[src/rtl/ysyx_040729_axi_pkg.sv]
// Shared definitions for the instruction-cache AXI line refill path.
// Holds the refill FSM encoding and the fixed AXI burst constants.
package ysyx_040729_axi_pkg;

  typedef enum logic [2:0] {
    ST_IDLE = 3'd0,
    ST_AR   = 3'd1,
    ST_R0   = 3'd2,
    ST_R1   = 3'd3,
    ST_DONE = 3'd4
  } state_e;

  localparam logic [1:0] BURST_INCR = 2'b01;
  localparam logic [2:0] SIZE_8B    = 3'b011;
  localparam logic [1:0] RESP_OKAY  = 2'b00;
  localparam int         LINE_BEATS = 2;
  localparam logic [7:0] AR_LEN     = 8'(LINE_BEATS - 1);

endpackage

[src/rtl/ysyx_040729_axi_line_reader.sv]
// Refill engine: one 16-byte line request becomes one two-beat AXI4 INCR read,
// returned to the instruction cache as a 128-bit line with a one-cycle ready pulse.
//
// state   | meaning
// --------+--------------------------------------------------------------
// IDLE    | waiting for a read request; write requests pulse wr_err_o
// AR      | address phase, axi_ar_valid_o held until axi_ar_ready_i
// R0      | waiting for beat 0, stored into line[63:0]
// R1      | waiting for beat 1, stored into line[127:64]
// DONE    | rw_ready_o (and rw_err_o if any beat was bad) for one cycle
module ysyx_040729_axi_line_reader
  import ysyx_040729_axi_pkg::*;
#(
  parameter logic [3:0] AXI_ID = 4'd0,
  parameter int         ADDR_W = 32
) (
  input  logic              clock,
  input  logic              reset,
  input  logic [63:0]       rw_addr_i,
  input  logic              rw_req_i,
  input  logic              rw_valid_i,
  output logic [127:0]      data_read_o,
  output logic              rw_ready_o,
  output logic              rw_err_o,
  output logic              wr_err_o,
  output logic              axi_ar_valid_o,
  input  logic              axi_ar_ready_i,
  output logic [ADDR_W-1:0] axi_ar_addr_o,
  output logic [3:0]        axi_ar_id_o,
  output logic [7:0]        axi_ar_len_o,
  output logic [2:0]        axi_ar_size_o,
  output logic [1:0]        axi_ar_burst_o,
  input  logic              axi_r_valid_i,
  output logic              axi_r_ready_o,
  input  logic [63:0]       axi_r_data_i,
  input  logic [1:0]        axi_r_resp_i,
  input  logic              axi_r_last_i,
  input  logic [3:0]        axi_r_id_i
);

  state_e              state, state_n;
  logic [ADDR_W-1:0]   addr_q;
  logic [127:0]        line_q;
  logic                err_q;
  logic                accept;
  logic                beat_fire;
  logic                beat_bad;
  logic                unused_addr_bits;

  // Only bits [ADDR_W-1:4] of the cache address reach the bus.
  assign unused_addr_bits = ^{rw_addr_i[63:ADDR_W], rw_addr_i[3:0]};

  assign accept    = (state == ST_IDLE) && rw_valid_i && !rw_req_i;
  assign beat_fire = axi_r_valid_i && axi_r_ready_o;
  // Beat 0 must not carry last, beat 1 must.
  assign beat_bad  = (axi_r_resp_i != RESP_OKAY) || (axi_r_id_i != AXI_ID) ||
                     (axi_r_last_i != (state == ST_R1));

  always_ff @(posedge clock or negedge reset) begin
    if (!reset) begin
      state  <= ST_IDLE;
      addr_q <= '0;
      line_q <= '0;
      err_q  <= 1'b0;
    end else begin
      state <= state_n;
      if (accept) begin
        addr_q <= {rw_addr_i[ADDR_W-1:4], 4'b0000};
        err_q  <= 1'b0;
      end
      if (beat_fire) begin
        err_q <= err_q | beat_bad;
        if (state == ST_R0) line_q[63:0]   <= axi_r_data_i;
        else                line_q[127:64] <= axi_r_data_i;
      end
    end
  end

  always_comb begin
    state_n        = state;
    axi_ar_valid_o = 1'b0;
    axi_r_ready_o  = 1'b0;
    rw_ready_o     = 1'b0;
    rw_err_o       = 1'b0;
    wr_err_o       = 1'b0;
    unique case (state)
      ST_IDLE: begin
        if (accept) state_n = ST_AR;
        wr_err_o = rw_valid_i && rw_req_i;
      end
      ST_AR: begin
        axi_ar_valid_o = 1'b1;
        if (axi_ar_ready_i) state_n = ST_R0;
      end
      ST_R0: begin
        axi_r_ready_o = 1'b1;
        if (axi_r_valid_i) state_n = ST_R1;
      end
      ST_R1: begin
        axi_r_ready_o = 1'b1;
        if (axi_r_valid_i) state_n = ST_DONE;
      end
      ST_DONE: begin
        rw_ready_o = 1'b1;
        rw_err_o   = err_q;
        state_n    = ST_IDLE;
      end
      default: state_n = ST_IDLE;
    endcase
  end

  assign data_read_o    = line_q;
  assign axi_ar_addr_o  = addr_q;
  assign axi_ar_id_o    = AXI_ID;
  assign axi_ar_len_o   = AR_LEN;
  assign axi_ar_size_o  = SIZE_8B;
  assign axi_ar_burst_o = BURST_INCR;

endmodule

[config.mk]
export PLATFORM = sky130hd
export DESIGN_NAME = ysyx_040729_axi_line_reader
export DESIGN_NICKNAME = d
export VERILOG_FILES = /design/src/rtl/ysyx_040729_axi_pkg.sv /design/src/rtl/ysyx_040729_axi_line_reader.sv
export SDC_FILE = /design/constraint.sdc
export NUM_CORES = 1
export LEC_CHECK = 0
export BUFFER_PORTS_ARGS = -buffer_cell sky130_fd_sc_hd__buf_2
export CAP_MARGIN = 20
export CORE_ASPECT_RATIO = 1.4
export CORE_MARGIN = 2
export CORE_UTILIZATION = 30
export DETAILED_ROUTE_END_ITERATION = 12
export GPL_TIMING_DRIVEN = 0
export PLACE_DENSITY = 0.63
export SLEW_MARGIN = 20
export SYNTH_ARGS = -nofsm -noshare
export SYNTH_HDL_FRONTEND = slang
export SYNTH_SLANG_ARGS = --single-unit
[constraint.sdc]
create_clock -name clock -period 2.4 [get_ports clock]
set_clock_uncertainty 0.15 [all_clocks]
set_input_delay 0.48 -clock clock [delete_from_list [all_inputs] [get_ports clock]]
set_output_delay 0.48 -clock clock [all_outputs]
set_load 0.01 [all_outputs]
==> flow_metrics.tcl, run 1 <==
set metrics [dict create \
    ys_top_cells_by_area "dfrtp_1 (62%), mux2_2 (13%), mux2_4 (11%), mux2_1 (5.9%), buf_4 (3.3%)" \
    min_path_type "in2reg" \
    leakagePower_nw 4.53 \
    grt_pass1_wl_mm 22.8 \
    num_io_pins 323 \
    rsz0062_at_grt "no" \
    gp_congestion 0.761 \
    slew_headroom_pct 61.8 \
    core-area_mm2 0.0211 \
    synthFlopType "dfrtp_1" \
    setup_violations 0 \
    place_hpwl_mm 11.0 \
    numCtsBuffers 17 \
    synth_seq_cells 160 \
    synth_cells 379 \
    fin_ws_ns 0.194 \
    synth-edff-count 0 \
    drive_gt1_share_pct 66.1 \
    port_buffers 265 \
    wl_met3_mm 1.06 \
    grt_overflow 0 \
    fin_crit_ns 2.21 \
    critPathRequiredTime_ns 1.77 \
    routed_wl_mm 14.9 \
    grt_use_total_pct 13.2 \
    status "finished clean" \
    die_w_um 128 \
    antenna_left 0 \
    cts_resized 0 \
    yosysMostFrequentCell "dfrtp_1" \
    grt_pass1_vias 4196 \
    cts.htree.levels 4 \
    initial_core_util_pct 30.6 \
    clk_path_buf_depth 2 \
    maxCapViolations 0 \
    worst-path-max-fanout 10 \
    grt_max_degree 87 \
    fin_util_pct 41.9 \
    cts_tree "done" \
    finalHoldViolations 0 \
    die_height_um 178 \
    nets 825 \
    yosysTopAreaCellShare_pct 62.0 \
    diodes 0 \
    postSynthAreaPerCell_um2 17.0 \
    clock_latency_ns 0.42 \
    yosysUniqueCellTypes 26 \
    fp.dieArea_mm2 0.0227 \
    antenna_found_initial 0 \
    dp_slack_ns 0.366 \
    tightest_slew_ns 0.573 \
    rows 63 \
    cts_root_buf "clkbuf_16" \
    cts.sinks 160 \
    p_per_area_mw_per_mm2 1410 \
    drt_iter0_markers 99 \
    report.final.slew_viol_count 0 \
    nFillCells 2031 \
    syn_to_final_growth_pct 37.0 \
    critPathLaunchType "register" \
    syn_area_mm2 0.00646 \
    first_pass_iters 3 \
    ys_warn_count 0 \
    yosys-top-cells-count "dfrtp_1 (160), mux2_2 (73), mux2_4 (49), mux2_1 (34), buf_4 (28)" \
    async_reset_ff_share_pct 100 \
    cts.clk_slew.worst_paths_ns 0.06 \
    post_drt_wl_per_cell_um 15.6 \
    top_layer "met4" \
    crit_type "reg2out" \
    endpoint_kind "output port" \
    viasPerCell 4.27 \
    wl_met2_mm 7.56 \
    yosysTopAreaCell "dfrtp_1" \
    max_freq_ghz 0.453 \
    yosysSeqAreaShare_pct 62.0 \
    vias 4073 \
    period_share_pct 91.9 \
    vdd_ir_drop_max_mv 0.572 \
    drc 0 \
    crit_arrival_ns 1.58 \
    met1_length_mm 5.94 \
]
state kept, by name (all words and copies together) (netlist names):
signal and count:
data_read_o 128, axi_ar_addr_o 28, state 3, err_q 1
kinds of logic (layout without fill, tap and decap cells):
logic type      Yosys count  in the layout  share of synthesized area [%]
other cells               2             21                          0.116
xor+xnor                  2              2                          0.271
mux                     156            156                           30.0
buf+inv                  41            337                           5.09
flops                   160            160                           62.0
simple gates             13             13                           1.96
compound gates            5              5                          0.523
timing repair:
action                     4_1_cts  5_1_grt
buffers inserted                 0        0
hold buffers                     1        0
setup endpoints to repair        0        0
hold endpoints to repair        74        0
worst max-delay path, stage by stage, from the launching register on:
cell	delay (ns)
dfrtp_1	0.35
buf_2	0.20
nor4b_2	0.32
and2_1	0.16
buf_2	0.13
cell type report:
type / instances / area [um2] / area share, %
Clock inverter: 5 / 128 / 1.44
Sequential cell: 160 / 4000 / 45.2
Buffer: 39 / 322 / 3.63
Clock buffer: 24 / 492 / 5.56
Inverter: 2 / 7.51 / 0.0848
Tap cell: 260 / 325 / 3.68
Multi-Input combinational cell: 197 / 2200 / 24.8
Timing Repair Buffer: 267 / 1370 / 15.5
report_power, final:
part           internal, mW  switching [mW]  total (mW)
Combinational          2.66            2.20        4.86
Clock                  1.84            1.04        2.88
Sequential             4.08           0.642        4.72
per-stage QoR:
step           cells  TNS, ns  power (mW)  hold WS, ns  cell area (um2)
6_report         954        0        12.5        0.122             8850
5_1_grt          954        0        13.2       0.0955             8850
3_3_place_gp     923  -303.02        9.62        0.313             8180
2_1_floorplan    398        0        7.67       0.0344             6530
3_5_place_dp     924        0        9.72        0.319             8220
4_1_cts          954        0        12.7       0.0944             8850
placed cells by master (no fill, tap or decap):
cell type	instances
a21oi_1	2
a311oi_1	1
and2_1	2
and2b_2	1
buf_16	1
buf_2	266
buf_4	28
buf_6	9
buf_8	1
bufinv_16	4
clkbuf_1	3
clkbuf_16	17
clkbuf_8	4
clkinvlp_4	1
conb_1	21
dfrtp_1	160
dlygate4sd3_1	1
inv_1	2
mux2_1	34
mux2_2	73
mux2_4	49
nand3_2	1
nand3b_4	1
nor2_4	1
nor2b_1	1
nor2b_4	1
nor3b_1	2
nor4_1	1
nor4b_2	1
o22ai_1	1
o31a_1	1
or4_1	1
xnor2_1	1
xor2_1	1
layer usage:
metal | vias up | global-route usage [%]
met4 | 0 | 5.36
met2 | 169 | 22.1
li1 | 1887 | -
met1 | 1995 | 15.1
met3 | 22 | 5.03
met5 | - | 0
final timing paths:
check / cells after the start / to / slack [ns] / startpoint
worst min register to register: 1 / axi_ar_addr_o[6]$_DFFE_PN0P_ / 0.33 / axi_ar_addr_o[6]$_DFFE_PN0P_
worst min-delay path: 2 / axi_ar_addr_o[6]$_DFFE_PN0P_ / 0.12 / rw_addr_i[6]
worst max-delay path: 4 / wr_err_o / 0.19 / state[0]$_DFFE_PN0P_
worst max register to register: 4 / data_read_o[6]$_DFFE_PN0P_ / 0.48 / state[2]$_DFFE_PN0P_
max in group asynchronous: 3 / axi_ar_addr_o[8]$_DFFE_PN0P_ / 0.79 / reset
min in group asynchronous: 2 / data_read_o[58]$_DFFE_PN0P_ / 0.46 / reset
(Power assumes the default switching activity.)
==> run 2, diff against run 1 <==
Settings changed: GPL_ROUTABILITY_DRIVEN set to 0, PLACE_DENSITY 0.63 to 0.52.
==> flow_metrics.tcl, run 2 (synthesis results as in run 1) <==
set metrics [dict create \
    status "finished clean" \
    first_pass_iters 4 \
    period_share_pct 91.2 \
    die_w_um 128 \
    nets 825 \
    grt_use_total_pct 14.1 \
    cts.sinks 160 \
    min_path_type "in2reg" \
    syn_to_final_growth_pct 36.2 \
    rows 63 \
    fin_crit_ns 2.19 \
    crit_slowest_cell "dfrtp_1" \
    cts_tree "done" \
    report.final.slew_viol_count 0 \
    antenna_found_initial 0 \
    drc 0 \
    path_cells "buf_2 > nor3b_1 > and2_1 > buf_2" \
    vias 4127 \
    p_seq_share_pct 39.0 \
    fp.dieArea_mm2 0.0227 \
    grt_pass1_vias 4540 \
    grt_max_degree 84 \
    min_delay_path_depth 2 \
    crit_arrival_ns 1.56 \
    grt_overflow 0 \
    mostFrequentLayoutCells "buf_2 (266), dfrtp_1 (160), mux2_2 (73)" \
    crit_type "reg2out" \
    switching_share_pct 32.5 \
    cts.htree.levels 4 \
    port_buffers 265 \
    critPathLaunchType "register" \
    numCtsBuffers 17 \
    cp.depth 4 \
    clkPwrFrac_pct 21.2 \
    post_cts_buffers 0 \
    critPathRequiredTime_ns 1.77 \
    cts_resized 0 \
    tightest_slew_ns 0.613 \
    cts.clk_slew.worst_paths_ns 0.06 \
    max_freq_ghz 0.457 \
    crit_family "simple AND/OR/NAND/NOR gates" \
    slew_headroom_pct 59.1 \
    holdBufCountCts 1 \
    maxCapViolations 0 \
    cp_slowest_stage_delay_ns 0.35 \
    p_switching_mw 3.98 \
    final_common_cell "buf_2" \
    antenna_left 0 \
    r2r_cells 4 \
    clk_path_buf_depth 2 \
    p_comb_share_pct 39.8 \
    vdd_ir_drop_max_mv 0.599 \
    clock_latency_ns 0.42 \
    largest_register_ffs 128 \
    endpoint_kind "output port" \
    drive_gt1_share_pct 66.6 \
    worst-path-max-fanout 10 \
    finalHoldViolations 0 \
    p_per_area_mw_per_mm2 1390 \
    drt_iter0_markers 82 \
    diodes 0 \
    routed_wl_mm 15.7 \
    cts_root_buf "clkbuf_16" \
    die_height_um 178 \
    initial_core_util_pct 30.6 \
    setup_violations 0 \
    num_io_pins 323 \
    place_hpwl_mm 12.0 \
    crit_buf_inv 2 \
    grt_pass1_wl_mm 24.6 \
    internal_power_mw 8.27 \
    rsz0062_at_grt "no" \
    post_drt_wl_per_cell_um 16.4 \
    leakagePower_nw 4.51 \
    holdWs_ns 0.126 \
    fin_tns_setup_ns 0 \
    core-area_mm2 0.0211 \
    viasPerCell 4.31 \
    critPathMostFrequentCell "buf_2" \
]
==> run 2: cell count changes in the layout (fill, tap and decap cells not counted), sizes merged <==
cell      change
clkinv        +5
bufinv        -3
clkinvlp      +3
clkbuf        -2
==> run 2: worst reg2reg max path, cell delays in order (launching register included) <==
cell	delay, ns
dfrtp_1	0.48
nand3b_4	0.22
nor2_4	0.29
buf_4	0.28
mux2_2	0.36
==> run 2: stage by stage <==
stage               std cells  cell area [um2]  total power, mW  utilization (%)  setup slack, ns
floorplan                 398             6530             7.67                -            0.655
global placement          923             8180             9.65             38.7            -1.65
detailed placement        924             8220             9.82             38.9            0.398
CTS                       957             8800             12.5             41.6            0.156
global route              957             8800             13.1             41.6           0.0938
finish                    957             8800             12.3             41.6            0.212
==> run 2: area by class of cell <==
class / count / area, um2
buffer: 39 / 322
clock buffer: 22 / 484
clock inverter: 10 / 85.1
fill: 2038 / 12300
inverter: 2 / 7.51
multi-input combinational: 197 / 2200
sequential: 160 / 4000
tap: 260 / 325
timing repair buffer: 267 / 1370
==> run 2: power by group through the flow <==
stage                     clock network (mW)  registers [mW]  logic [mW]
after detailed placement                   0            4.82        4.99
after CTS                               2.70            4.81        4.99
after global placement                     0            4.76        4.90
after floorplan                            0            5.42        2.25
final                                   2.60            4.78        4.87
after global routing                    2.82            4.98        5.27
==> run 2: path summary, 6_finish.rpt <==
kind	from	slack [ns]	to
max	state[0]$_DFFE_PN0P_	0.21	rw_err_o
min	rw_addr_i[6]	0.13	axi_ar_addr_o[6]$_DFFE_PN0P_
max reg2reg	state[2]$_DFFE_PN0P_	0.51	data_read_o[14]$_DFFE_PN0P_
min reg2reg	axi_ar_addr_o[7]$_DFFE_PN0P_	0.33	axi_ar_addr_o[7]$_DFFE_PN0P_
max in group asynchronous	reset	0.78	data_read_o[93]$_DFFE_PN0P_
min in group asynchronous	reset	0.48	data_read_o[55]$_DFFE_PN0P_
==> run 2: routing by layer <==
metal	GRT usage, %	vias to the layer above	wire (um)
met5	0	-	0
met4	6.09	0	348
met3	5.22	25	1220
met2	23.8	176	8110
met1	16.0	2041	5980
li1	-	1885	-
==> run 3, diff against run 2 <==
Settings changed: ABC_AREA set to 1.
==> flow_metrics.tcl, run 3 <==
set metrics [dict create \
    grt_max_degree 81 \
    cts_tree "done" \
    post_cts_buffers 0 \
    leakagePower_nw 5.14 \
    ys_top_cells_by_area "dfrtp_1 (61%), nand2_1 (13%), o21ai_2 (7.4%), o21ai_1 (4.9%), inv_1 (4.3%)" \
    crit_arrival_ns 1.48 \
    num_io_pins 323 \
    clock_latency_ns 0.42 \
    routed_wl_mm 18.8 \
    grt_pass1_wl_mm 28.8 \
    yosysSeqAreaShare_pct 61.2 \
    status "finished clean" \
    slew_headroom_pct 57.8 \
    p_comb_share_pct 36.1 \
    path_cells "nor2_4 > nand2_1 > nor3_1 > buf_2" \
    rsz0062_at_grt "no" \
    endpoint_kind "output port" \
    yosysMostFrequentCell "nand2_1" \
    worst-path-max-fanout 5 \
    port_buffers 265 \
    fp.dieArea_mm2 0.0230 \
    crit_slowest_cell "dfrtp_1" \
    final_common_cell "buf_2" \
    yosysTopAreaCellShare_pct 61.2 \
    nets 1115 \
    cts.htree.levels 4 \
    cts_resized 0 \
    switching_share_pct 35.8 \
    cts.sinks 160 \
    largest_register_ffs 128 \
    cp_slowest_stage_delay_ns 0.45 \
    final_cells 1248 \
    numCtsBuffers 17 \
    drive_gt1_share_pct 41.8 \
    post_drt_wl_per_cell_um 15.1 \
    cts_root_buf "clkbuf_16" \
    setup_violations 0 \
    vias 5279 \
    grt_pass1_vias 5359 \
    yosys-top-cells-count "nand2_1 (228), dfrtp_1 (160), inv_1 (75), o21ai_1 (64), o21ai_2 (55)" \
    antenna_found_initial 3 \
    synth-edff-count 0 \
    p_switching_mw 4.21 \
    grt_use_total_pct 16.6 \
    report.final.slew_viol_count 0 \
    dpl.cell_count 1214 \
    placed_cell_area_mm2 0.00833 \
    maxCapViolations 0 \
    finalHoldViolations 0 \
    drt_iter0_markers 208 \
    holdWs_ns 0.0969 \
    p_seq_share_pct 38.7 \
    viasPerCell 4.23 \
    initial_core_util_pct 30.7 \
    p_per_area_mw_per_mm2 1310 \
    period_share_pct 87.9 \
    synth_cells 668 \
    tightest_slew_ns 0.634 \
    syn_to_final_growth_pct 37.3 \
    first_pass_iters 5 \
    nFillCells 2227 \
    syn_area_mm2 0.00654 \
    p_total_mw 11.7 \
    max_freq_ghz 0.474 \
    async_reset_ff_share_pct 100 \
    place_hpwl_mm 13.9 \
    synth_seq_cells 160 \
    min_path_type "in2reg" \
    core-area_mm2 0.0213 \
    crit_type "reg2out" \
    critPathRequiredTime_ns 1.77 \
    cts.clk_slew.worst_paths_ns 0.06 \
    fin_crit_ns 2.11 \
    final_area_mm2 0.00898 \
    drc 0 \
    critPathLaunchType "register" \
    antenna_left 0 \
    postSynthAreaPerCell_um2 9.79 \
    clkPwrFrac_pct 25.3 \
    yosysTopAreaCell "dfrtp_1" \
    mostFrequentLayoutCells "buf_2 (280), nand2_1 (228), dfrtp_1 (160)" \
    yosysUniqueCellTypes 22 \
    grt_overflow 0 \
    ys_warn_count 0 \
    internal_power_mw 7.54 \
    synthFlopType "dfrtp_1" \
    fin_tns_setup_ns 0 \
    die_w_um 129 \
    clk_path_buf_depth 2 \
    rows 63 \
    die_height_um 179 \
    vdd_ir_drop_max_mv 0.483 \
]
==> run 3: repair_timing <==
action                                  CTS  global route
endpoints found under the setup margin    0             0
hold endpoints to repair                 19             0
hold buffers                              1             0
==> run 3: final timing paths <==
path                                                    from  slack (ns)                             to  cells past startpoint
worst min-delay path                           rw_addr_i[29]         0.1  axi_ar_addr_o[29]$_DFFE_PN0P_                      3
worst max-delay path                    state[0]$_DFFE_PN0P_        0.29                       wr_err_o                      4
max in group asynchronous                              reset        0.80    data_read_o[63]$_DFFE_PN0P_                      4
min in group asynchronous                              reset        0.33    data_read_o[43]$_DFFE_PN0P_                      2
worst max register to register          state[0]$_DFFE_PN0P_        0.68    data_read_o[97]$_DFFE_PN0P_                      5
worst min register to register  axi_ar_addr_o[6]$_DFFE_PN0P_        0.32   axi_ar_addr_o[6]$_DFFE_PN0P_                      2
==> run 3: kinds of logic (layout without fill, tap and decap cells) <==
| kind of cell | after synthesis | count (layout) | synth area share, % |
|---|---|---|---|
| simple gates | 246 | 246 | 14.8 |
| flops | 160 | 160 | 61.2 |
| buf+inv | 131 | 431 | 10.9 |
| compound gates | 129 | 129 | 13.0 |
| other cells | 2 | 22 | 0.115 |
==> run 3: stage by stage <==
step	util [%]	worst slack, ns
3_5_place_dp	39.1	0.638
3_3_place_gp	38.8	-1.97
5_1_grt	42.2	0.140
4_1_cts	42.2	0.275
2_1_floorplan	-	0.770
6_report	42.2	0.290
==> run 3: cell type report <==
| cell class | count | area (um2) | area share [%] |
|---|---|---|---|
| Sequential cell | 160 | 4000 | 44.6 |
| Timing Repair Buffer | 268 | 1400 | 15.6 |
| Buffer | 54 | 422 | 4.69 |
| Tap cell | 260 | 325 | 3.62 |
| Clock buffer | 23 | 488 | 5.43 |
| Multi-Input combinational cell | 396 | 1900 | 21.1 |
| Clock inverter | 9 | 153 | 1.70 |
| Inverter | 77 | 289 | 3.22 |
| Antenna cell | 1 | 2.50 | 0.0279 |
==> run 3: critical path, delay by kind of cell (launching register included) <==
kind | cells | cell delay, ns
buf+inv | 1 | 0.16
flops | 1 | 0.45
simple gates | 3 | 0.44
==> run 3: power by group through the flow <==
stage / combinational (mW) / sequential [mW] / clock, mW
final: 4.24 / 4.54 / 2.97
after global routing: 4.79 / 4.69 / 3.15
after CTS: 4.35 / 4.55 / 3.04
after detailed placement: 4.34 / 4.58 / 0
after global placement: 4.29 / 4.56 / 0
after floorplan: 1.79 / 5.14 / 0
==> run 3: per-layer routing <==
| layer | wire length [um] | up-vias | track usage, % |
|---|---|---|---|
| li1 | - | 2632 | - |
| met1 | 7520 | 2452 | 18.6 |
| met4 | 425 | 4 | 6.66 |
| met3 | 1210 | 27 | 5.40 |
| met5 | 24 | - | 0 |
| met2 | 9670 | 164 | 28.9 |
